**config.mk**
```make
export PLATFORM = sky130hd
export DESIGN_NAME = cpu7_ifu_ibuf
export DESIGN_NICKNAME = d
export VERILOG_FILES = /design/src/rtl/cpu7_ifu_ibuf.sv
export SDC_FILE = /design/constraint.sdc
export NUM_CORES = 1
export LEC_CHECK = 0
export ABC_CLOCK_PERIOD_IN_PS = 3920
export BUFFER_PORTS_ARGS = -buffer_cell sky130_fd_sc_hd__buf_2
export CORE_ASPECT_RATIO = 1.5
export CORE_MARGIN = 2
export CORE_UTILIZATION = 57
export DETAILED_ROUTE_END_ITERATION = 10
export PLACE_DENSITY = 0.79
export SYNTH_ARGS = -nofsm -noshare
export SYNTH_HDL_FRONTEND = slang
export SYNTH_SLANG_ARGS = --single-unit
```
**constraint.sdc**
```tcl
create_clock -name clock -period 3.92 [get_ports clock]
set_clock_uncertainty 0.2 [all_clocks]
set_input_delay 0.392 -clock clock [delete_from_list [all_inputs] [get_ports clock]]
set_output_delay 0.392 -clock clock [all_outputs]
set_load 0.005 [all_outputs]
```
**src/rtl/cpu7_ifu_ibuf.sv**
```systemverilog
// Instruction buffer between fetch and decode: a small circular FIFO of
// {pc, inst, ex, exccode}, flushed on branch redirect, with no fetch-to-decode bypass.
module cpu7_ifu_ibuf #(
  parameter int unsigned DEPTH = 4,
  parameter int unsigned PTR_W = 2,
  parameter int unsigned GRLEN = 32
) (
  input  logic             clock,
  input  logic             reset,
  input  logic             fdp_ibuf_valid,
  input  logic [GRLEN-1:0] fdp_ibuf_pc,
  input  logic [31:0]      fdp_ibuf_inst,
  input  logic             fdp_ibuf_ex,
  input  logic [5:0]       fdp_ibuf_exccode,
  output logic             ibuf_fdp_full,
  input  logic             br_cancel,
  input  logic             exu_ifu_stall_req,
  output logic             ibuf_dec_valid,
  output logic [GRLEN-1:0] ibuf_dec_pc,
  output logic [31:0]      ibuf_dec_inst,
  output logic             ibuf_dec_ex,
  output logic [5:0]       ibuf_dec_exccode,
  output logic [PTR_W:0]   ibuf_count
);

  localparam logic [PTR_W:0] LP_FULL_CNT = (PTR_W+1)'(DEPTH);

  // Storage is deliberately not reset; only pointers and count are.
  logic [GRLEN-1:0] r_pc      [DEPTH];
  logic [31:0]      r_inst    [DEPTH];
  logic             r_ex      [DEPTH];
  logic [5:0]       r_exccode [DEPTH];

  logic [PTR_W-1:0] r_wr_ptr;
  logic [PTR_W-1:0] r_rd_ptr;
  logic [PTR_W:0]   r_count;

  logic w_empty;
  logic w_full;
  logic w_push;
  logic w_pop;

  assign w_empty = (r_count == '0);
  assign w_full  = (r_count == LP_FULL_CNT);
  assign w_push  = fdp_ibuf_valid & ~w_full & ~br_cancel;
  assign w_pop   = ibuf_dec_valid & ~exu_ifu_stall_req;

  always_ff @(posedge clock) begin
    if (reset) begin
      r_wr_ptr <= '0;
      r_rd_ptr <= '0;
      r_count  <= '0;
    end else if (br_cancel) begin
      r_wr_ptr <= '0;
      r_rd_ptr <= '0;
      r_count  <= '0;
    end else begin
      if (w_push) r_wr_ptr <= r_wr_ptr + PTR_W'(1);
      if (w_pop)  r_rd_ptr <= r_rd_ptr + PTR_W'(1);
      case ({w_push, w_pop})
        2'b10:   r_count <= r_count + (PTR_W+1)'(1);
        2'b01:   r_count <= r_count - (PTR_W+1)'(1);
        default: r_count <= r_count;
      endcase
    end
  end

  always_ff @(posedge clock) begin
    if (!reset && w_push) begin
      r_pc[r_wr_ptr]      <= fdp_ibuf_pc;
      r_inst[r_wr_ptr]    <= fdp_ibuf_inst;
      r_ex[r_wr_ptr]      <= fdp_ibuf_ex;
      r_exccode[r_wr_ptr] <= fdp_ibuf_exccode;
    end
  end

  // Valid drops in the same cycle as a redirect so decode never consumes a stale head.
  assign ibuf_dec_valid = ~w_empty & ~br_cancel;
  assign ibuf_fdp_full  = w_full;
  assign ibuf_count     = r_count;

  always_comb begin
    ibuf_dec_pc      = '0;
    ibuf_dec_inst    = '0;
    ibuf_dec_ex      = 1'b0;
    ibuf_dec_exccode = '0;
    if (!w_empty) begin
      ibuf_dec_pc      = r_pc[r_rd_ptr];
      ibuf_dec_inst    = r_inst[r_rd_ptr];
      ibuf_dec_ex      = r_ex[r_rd_ptr];
      ibuf_dec_exccode = r_exccode[r_rd_ptr];
    end
  end

endmodule

```
==> results of run 1 <==
## layout by cell type, fill, tap and decap left out, types with 3 or more instances in the layout
cell type      count
mux4_2            71
ha_1               5
dlygate4sd3_1     72
nor2b_1           67
inv_1              6
o21ai_0            3
or3_1              3
dfxtp_1            7
a21oi_1            6
clkbuf_1           8
edfxtp_1         284
and2b_1            4
clkbuf_16         25
buf_2            151
clkinv_1           4
clkinv_2           7
nor2_1             5
and3_4             4
## through the flow
step                worst slack (ps)  power, mW  hold slack (ps)  area, sq um  cells
finish                           894       5.92             64.3        13600   1008
global route                     713       6.11             67.5        13600   1008
CTS                              807       5.97             39.1        13600   1007
detailed placement              1250       3.75              273        12200    891
global placement                1390       3.73              260        12200    891
floorplan                        788       3.64              259        11200    506
## logic make-up (layout without fill, tap and decap cells)
family / count (synthesis) / count (layout) / share of synthesized area
buf+inv: 31 / 276 / 0.0168
xor+xnor: 2 / 2 / 0.00156
simple gates: 92 / 92 / 0.0519
compound gates: 11 / 11 / 0.00579
mux: 71 / 71 / 0.142
fa+ha+maj: 6 / 6 / 0.00734
flops: 293 / 293 / 0.774
other cells: 0 / 1 / 0
## path summary, 6_finish.rpt
check,startpoint,endpoint,slack (ps),depth (start not counted)
worst max-delay path,flip-flop,ibuf_dec_inst[7],890,4
worst min-delay path,exu_ifu_stall_req,r_rd_ptr[0],60,3
worst max register to register,ibuf_count[2],ibuf_count[2],1210,9
worst min register to register,r_rd_ptr[1],flip-flop,290,2
## routing by layer
metal / routed length (microns) / vias up / part of all wire / track usage
met4: 554 / 0 / 0.026 / 0.0744
met5: 0 / - / 0 / 0
met2: 11200 / 180 / 0.53 / 0.365
met1: 8280 / 2902 / 0.40 / 0.253
met3: 925 / 38 / 0.044 / 0.0271
li1: - / 2501 / - / -
## power groups by stage
stage	clock, mW	combinational (mW)	sequential (mW)
3_3_place_gp	0	0.190	3.54
2_1_floorplan	0	0.0925	3.54
3_5_place_dp	0	0.202	3.54
5_1_grt	2.35	0.282	3.48
6_report	2.19	0.259	3.48
4_1_cts	2.23	0.261	3.48
## cells in the mapped netlist
| cell type | count | share of area |
|---|---|---|
| edfxtp_1 | 284 | 0.76 |
| nand3_1 | 1 | 0.00044 |
| and2_4 | 1 | 0.00078 |
| o31ai_2 | 1 | 0.0011 |
| or2_2 | 1 | 0.00056 |
| or3_1 | 3 | 0.0017 |
| buf_6 | 8 | 0.0080 |
| a21o_1 | 1 | 0.00067 |
| mux4_2 | 71 | 0.14 |
| nand2b_1 | 2 | 0.0011 |
| ha_1 | 5 | 0.0056 |
| buf_2 | 7 | 0.0031 |
| buf_4 | 1 | 0.00067 |
| fa_1 | 1 | 0.0018 |
| and2b_1 | 4 | 0.0027 |
| dfxtp_1 | 9 | 0.016 |
| inv_1 | 6 | 0.0020 |
| nor2b_1 | 67 | 0.037 |
| a21oi_1 | 6 | 0.0027 |
| nor3_1 | 1 | 0.00044 |
| nand4_1 | 1 | 0.00056 |
| nor2_1 | 5 | 0.0017 |
| xor2_1 | 2 | 0.0016 |
| and3_1 | 4 | 0.0022 |
| nor3_4 | 1 | 0.0014 |
| or3b_4 | 1 | 0.0010 |
| clkbuf_1 | 9 | 0.0030 |
| o21ai_0 | 3 | 0.0013 |
## final cells by class
class	count	area, sq um
antenna	1	2.50
clock buffer	33	656
clock inverter	11	50.0
fill	1233	5590
inverter	6	22.5
multi-input combinational	182	2370
sequential	293	8720
tap	256	320
timing repair buffer	226	1510
## worst register-to-register path: stages, from the launching register on
cell and delay, ps:
dfxtp_1 430, or3b_4 440, and2_4 200, nand2b_1 70, ha_1 200, inv_1 70
fa_1 410, xor2_1 170, or3_1 310, a21oi_1 150
## sequential cells by signal, indices dropped and copies added (netlist names), named ones only
name        cells
r_wr_ptr        2
r_inst        128
r_pc          128
r_rd_ptr        2
r_exccode      24
ibuf_count      3
r_ex            4
## timing repair
item / 4_1_cts / 5_1_grt
hold endpoints to repair: 285 / 0
hold buffers: 72 / 0
gates resized for setup: 0 / 0
==> summary.md, run 1 <==
| Metric | Value |
|---|---|
| Total GRT Usage | `0.203` |
| Share of layout cells above drive strength 1 | `0.357` |
| Via density | `between 5 and 6` |
| IO buf count | `approximately 150` |
| Seq/Total Area, Yosys | `0.774` |
| Core area | `a little under 0.02 sq mm` |
| Site Rows | `62` |
| CP required | `between 3000 and 4000 ps` |
| Critical path type | `flip-flop to output pin` |
| PwrDens | `roughly 430 mW/mm^2` |
| Initial drt markers | `429` |
| Post-Syn Nets | `a little under 600` |
| Sw Ratio | `0.193` |
| Seq pwr share | `0.587` |
| Worst vdd ir | `~0.36 mV` |
| Critical Path Sink Type | `output pin` |
| Worst path top cell family by delay | `flip-flops` |
| Via count | `about 5600` |
| First-pass GRT wire length | `approximately 33000 microns` |
| FF+latch count, synth | `around 300` |
| Crit-path cells | `buf_4, mux4_2, nor2b_1, buf_2` |
| Slowest stage delay, CP | `630 ps` |
| Nets | `a little over 800` |
| Starting Density | `0.584` |
| Post-DP HPWL | `roughly 11000 microns` |
| Final setup fails | `0` |
| CTS tree | `built` |
| Final Cycle Share | `0.772` |
| Reg clk slew, reported paths | `around 60 ps` |
| Via count of the first global-routing pass | `6318` |
| Layout Area Growth over Synthesis | `21.4%` |
| RSZ-0062 raised after global routing | `no` |
| Mapped cell area | `~0.011 sq mm` |
| TritonCTS Buffers | `25` |
| DR WL/cell | `approximately 21 microns` |
| Final WL | `around 21000 microns` |
| Setup TNS | `0 ps` |
| Slowest CP cell | `dfxtp_4` |
| Fmax achieved | `roughly 330 MHz` |
| Die Footprint | `~0.021 sq mm` |
| Syn avg cell area | `22.2 sq um` |
| Later-pin clock latency in the skew report | `~500 ps` |
| IO Pins | `approximately 150` |
| Number of routed nets with antenna violations | `0` |
| Max Cap Viol | `0` |
| P_int | `4.78 mW` |
| Pleak | `between 4 and 5 nW` |
| Number of detailed-route iterations in the first pass | `5` |
| P_sw | `roughly 1.1 mW` |
| H-tree levels | `1` |
| Cell count after synthesis | `approximately 510` |
| Power share of the combinational group | `0.044` |
| Crit path buf inv count | `2` |
| Die W | `119 microns` |
| Antenna violations before repair | `1` |
| Largest fanout on the critical path | `22` |
| Hold WC Path Type | `primary input to flip-flop` |
| Rel. slew slack | `0.259` |
| Setup Fix Bufs, Post-CTS | `0` |
| Maximum buffer depth of the clock tree | `3` |
| Clock root cell | `clkbuf_16` |
| Gr ovfl total | `0` |
| Status | `complete, no violations` |
| Arrival @ worst endpoint | `2430 ps` |
| Distinct cells, synth | `28` |
| CP Launch Type | `flip-flop` |
| Final Slew Violations | `0` |
| YS warnings | `0` |
| CTS sink count | `approximately 300` |
| Die Ht | `~180 microns` |
| Gpl congestion | `~0.76` |
| Period minus WS final | `3030 ps` |
| Clock power frac | `0.369` |
| Largest net degree at the start of global routing | `77` |
| DRC | `0` |
| Hold Fails Final Rpt | `0` |
| Final Core Density | `0.709` |
| Slew @ Worst Pin | `1110 ps` |
No activity file was read; power rests on OpenSTA's default activity.
==> run 2: changes to the inputs <==
- ABC_CLOCK_PERIOD_IN_PS: 3920 -> 3060
- clock period: 3.92 -> 3.06 ns (I/O delays scaled with it)
==> run 2 against run 1 <==
- die area stayed put
- critical path type is now flip-flop to flip-flop
- power is 36% higher
- largest power group unchanged
- flip-flop and latch count stayed put
- via count is 2.1% higher
==> summary.md, run 2 (synthesis results as in run 1) <==
| Metric | Value |
|---|---|
| Maximum buffer depth of the clock tree | `3 (unchanged)` |
| Via density | `5.60 (+0.44%)` |
| Commonest cells after routing, fill and taps aside | `284 x edfxtp_1, 151 x buf_2, 76 x dlygate4sd3_1` |
| Critical Path Sink Type | `flip-flop` |
| CTS tree | `built` |
| Slowest CP cell | `dfxtp_1` |
| Hold Fails Final Rpt | `0 (unchanged)` |
| Gpl congestion | `0.765 (+1.0%)` |
| TritonCTS Buffers | `25 (unchanged)` |
| Die W | `119 microns (unchanged)` |
| DR WL/cell | `21.8 microns (+5.0%)` |
| Reg2reg path depth | `9 (unchanged)` |
| Clock root cell | `clkbuf_16` |
| Layout Area Growth over Synthesis | `24.3%` |
| Crit path buf inv count | `1 (-1)` |
| CP Launch Type | `flip-flop` |
| Worst r2r dst | `ibuf_count[2]` |
| DRC | `0 (unchanged)` |
| Reg clk slew, reported paths | `60 ps (about the same)` |
| Starting Density | `0.584 (unchanged)` |
| Hold WC Path Type | `primary input to flip-flop` |
| First-pass GRT wire length | `34000 microns (+3.3%)` |
| Slew @ Worst Pin | `901 ps (-211 ps)` |
| Met1 usage | `0.271 (+0.0179)` |
| IO Pins | `152 (unchanged)` |
| Period minus WS final | `2810 ps` |
| Antenna violations before repair | `1 (unchanged)` |
| Via count | `5741 (+2.1%)` |
| Later-pin clock latency in the skew report | `510 ps (about the same)` |
| Post-route cell area | `0.0140 sq mm (+2.4%)` |
| Biggest regs | `r_inst: 128 flops, r_pc: 128 flops, r_exccode: 24 flops` |
| R2r setup slk | `250 ps (-960 ps)` |
| Tot Pwr | `8.03 mW (+36%)` |
| Critical path type | `flip-flop to flip-flop` |
| Nets | `830 (+1.7%)` |
| CTS sink count | `293 (unchanged)` |
| Final setup fails | `0 (unchanged)` |
| Fmax achieved | `between 300 and 400 MHz` |
| Largest net degree at the start of global routing | `77 (unchanged)` |
| Crit. Startpoint | `ibuf_count[2]` |
| Final WL | `22400 microns (+6.7%)` |
| H-tree levels | `1 (unchanged)` |
| DP Area | `0.0124 sq mm (+1.2%)` |
| Status | `complete, no violations` |
| Final Cycle Share | `0.920` |
| IO buf count | `151 (unchanged)` |
| Setup TNS | `0 ps (unchanged)` |
| Setup Fix Bufs, Post-CTS | `0 (unchanged)` |
| Via count of the first global-routing pass | `6170 (-2.3%)` |
| Worst path top cell family by delay | `simple AND/OR/NAND/NOR gates` |
| Met2 Use GR | `0.385 (+0.0192)` |
| Die Ht | `176 microns (unchanged)` |
| Reg-to-Reg Start | `ibuf_count[2]` |
| Share of layout cells above drive strength 1 | `0.371 (+0.0139)` |
| # fillers | `1169 (-5.2%)` |
| Site Rows | `62 (unchanged)` |
| Worst vdd ir | `0.485 mV (+34%)` |
| Number of detailed-route iterations in the first pass | `4 (-1)` |
| Pleak | `4.80 nW (+3.3%)` |
| Core area | `0.0192 sq mm (unchanged)` |
| PwrDens | `574 mW/mm^2 (+32%)` |
| GR peak layer | `met2` |
| Min-delay src | `br_cancel` |
| Number of routed nets with antenna violations | `0 (unchanged)` |
| Crit-path cells | `or3b_4, and2_4, nand2b_1, ha_1, inv_1, fa_1, xor2_1, or3_1, a21oi_1` |
| Slowest stage delay, CP | `450 ps (-180 ps)` |
| Post-DP HPWL | `12600 microns (+12%)` |
| Hold Path Stages | `3 (unchanged)` |
| Commonest non-fill, non-tap cell in the layout | `edfxtp_1` |
| Largest fanout on the critical path | `6 (-73%)` |
| Rel. slew slack | `0.400 (+0.141)` |
| Gr ovfl total | `0 (unchanged)` |
| RSZ-0062 raised after global routing | `no` |
| Total GRT Usage | `0.215 (+0.0121)` |
| Arrival @ worst endpoint | `3050 ps (+620 ps)` |
| Die Footprint | `0.0209 sq mm (unchanged)` |
| Met3 usage | `0.0271 (unchanged)` |
| Initial drt markers | `448 (+4.4%)` |
| Max Cap Viol | `0 (unchanged)` |
| Final Slew Violations | `0 (unchanged)` |
| PostCTS Resize Cnt | `0 (unchanged)` |
| CP required | `3290 ps (-40 ps)` |
-- run 2: cell type report --
class / count / area [sq um] / area share
Clock buffer: 32 / 682 / 0.0488
Inverter: 6 / 22.5 / 0.00161
Antenna cell: 3 / 7.51 / 0.000537
Timing Repair Buffer: 240 / 1700 / 0.122
Sequential cell: 293 / 8720 / 0.624
Multi-Input combinational cell: 182 / 2370 / 0.169
Tap cell: 256 / 320 / 0.0229
Clock inverter: 13 / 161 / 0.0115
-- run 2: layer usage --
layer	wire, microns	up-vias
met3	1120	52
met1	8470	2943
met5	0	-
met2	12100	213
li1	-	2533
met4	717	0
-- run 2: through the flow --
stage | std cells | setup slack, ps | hold slack [ps] | util
after floorplan | 506 | 581 | 205 | -
after CTS | 1022 | 258 | 23.5 | 0.726
after global placement | 901 | 518 | 259 | 0.643
after global routing | 1023 | 175 | 94.0 | 0.726
after detailed placement | 901 | 305 | 288 | 0.643
final | 1025 | 246 | 53.8 | 0.727
-- run 2: power by group --
part | total [mW] | switching, mW | internal (mW)
Clock | 3.23 | 1.32 | 1.91
Sequential | 4.45 | 0.0127 | 4.44
Combinational | 0.348 | 0.165 | 0.183
Total | 8.03 | 1.50 | 6.53
-- run 2: worst max-delay path by stage --
stage,endpoint,slack (ps),cells past startpoint
2_1_floorplan,ibuf_count[2],580,9
3_3_place_gp,ibuf_count[2],520,9
3_5_place_dp,ibuf_count[2],310,9
4_1_cts,ibuf_dec_pc[6],260,4
5_1_grt,ibuf_dec_pc[4],180,4
6_report,ibuf_count[2],250,9
-- run 2: timing repair --
action	CTS	global route
hold buffers	76	0
hold endpoints to repair	290	0
endpoints found under the setup margin	0	0
-- run 2: worst reg2reg max path, delay by kind of cell (launching register included) --
kind                       cells  cell delay, ps
adders and majority gates      2             570
buffers and inverters          1              60
AOI/OAI and AO/OA              1             210
xor gates and xnor gates       1             170
DFF                            1             450
and+or+nand+nor                4            1070
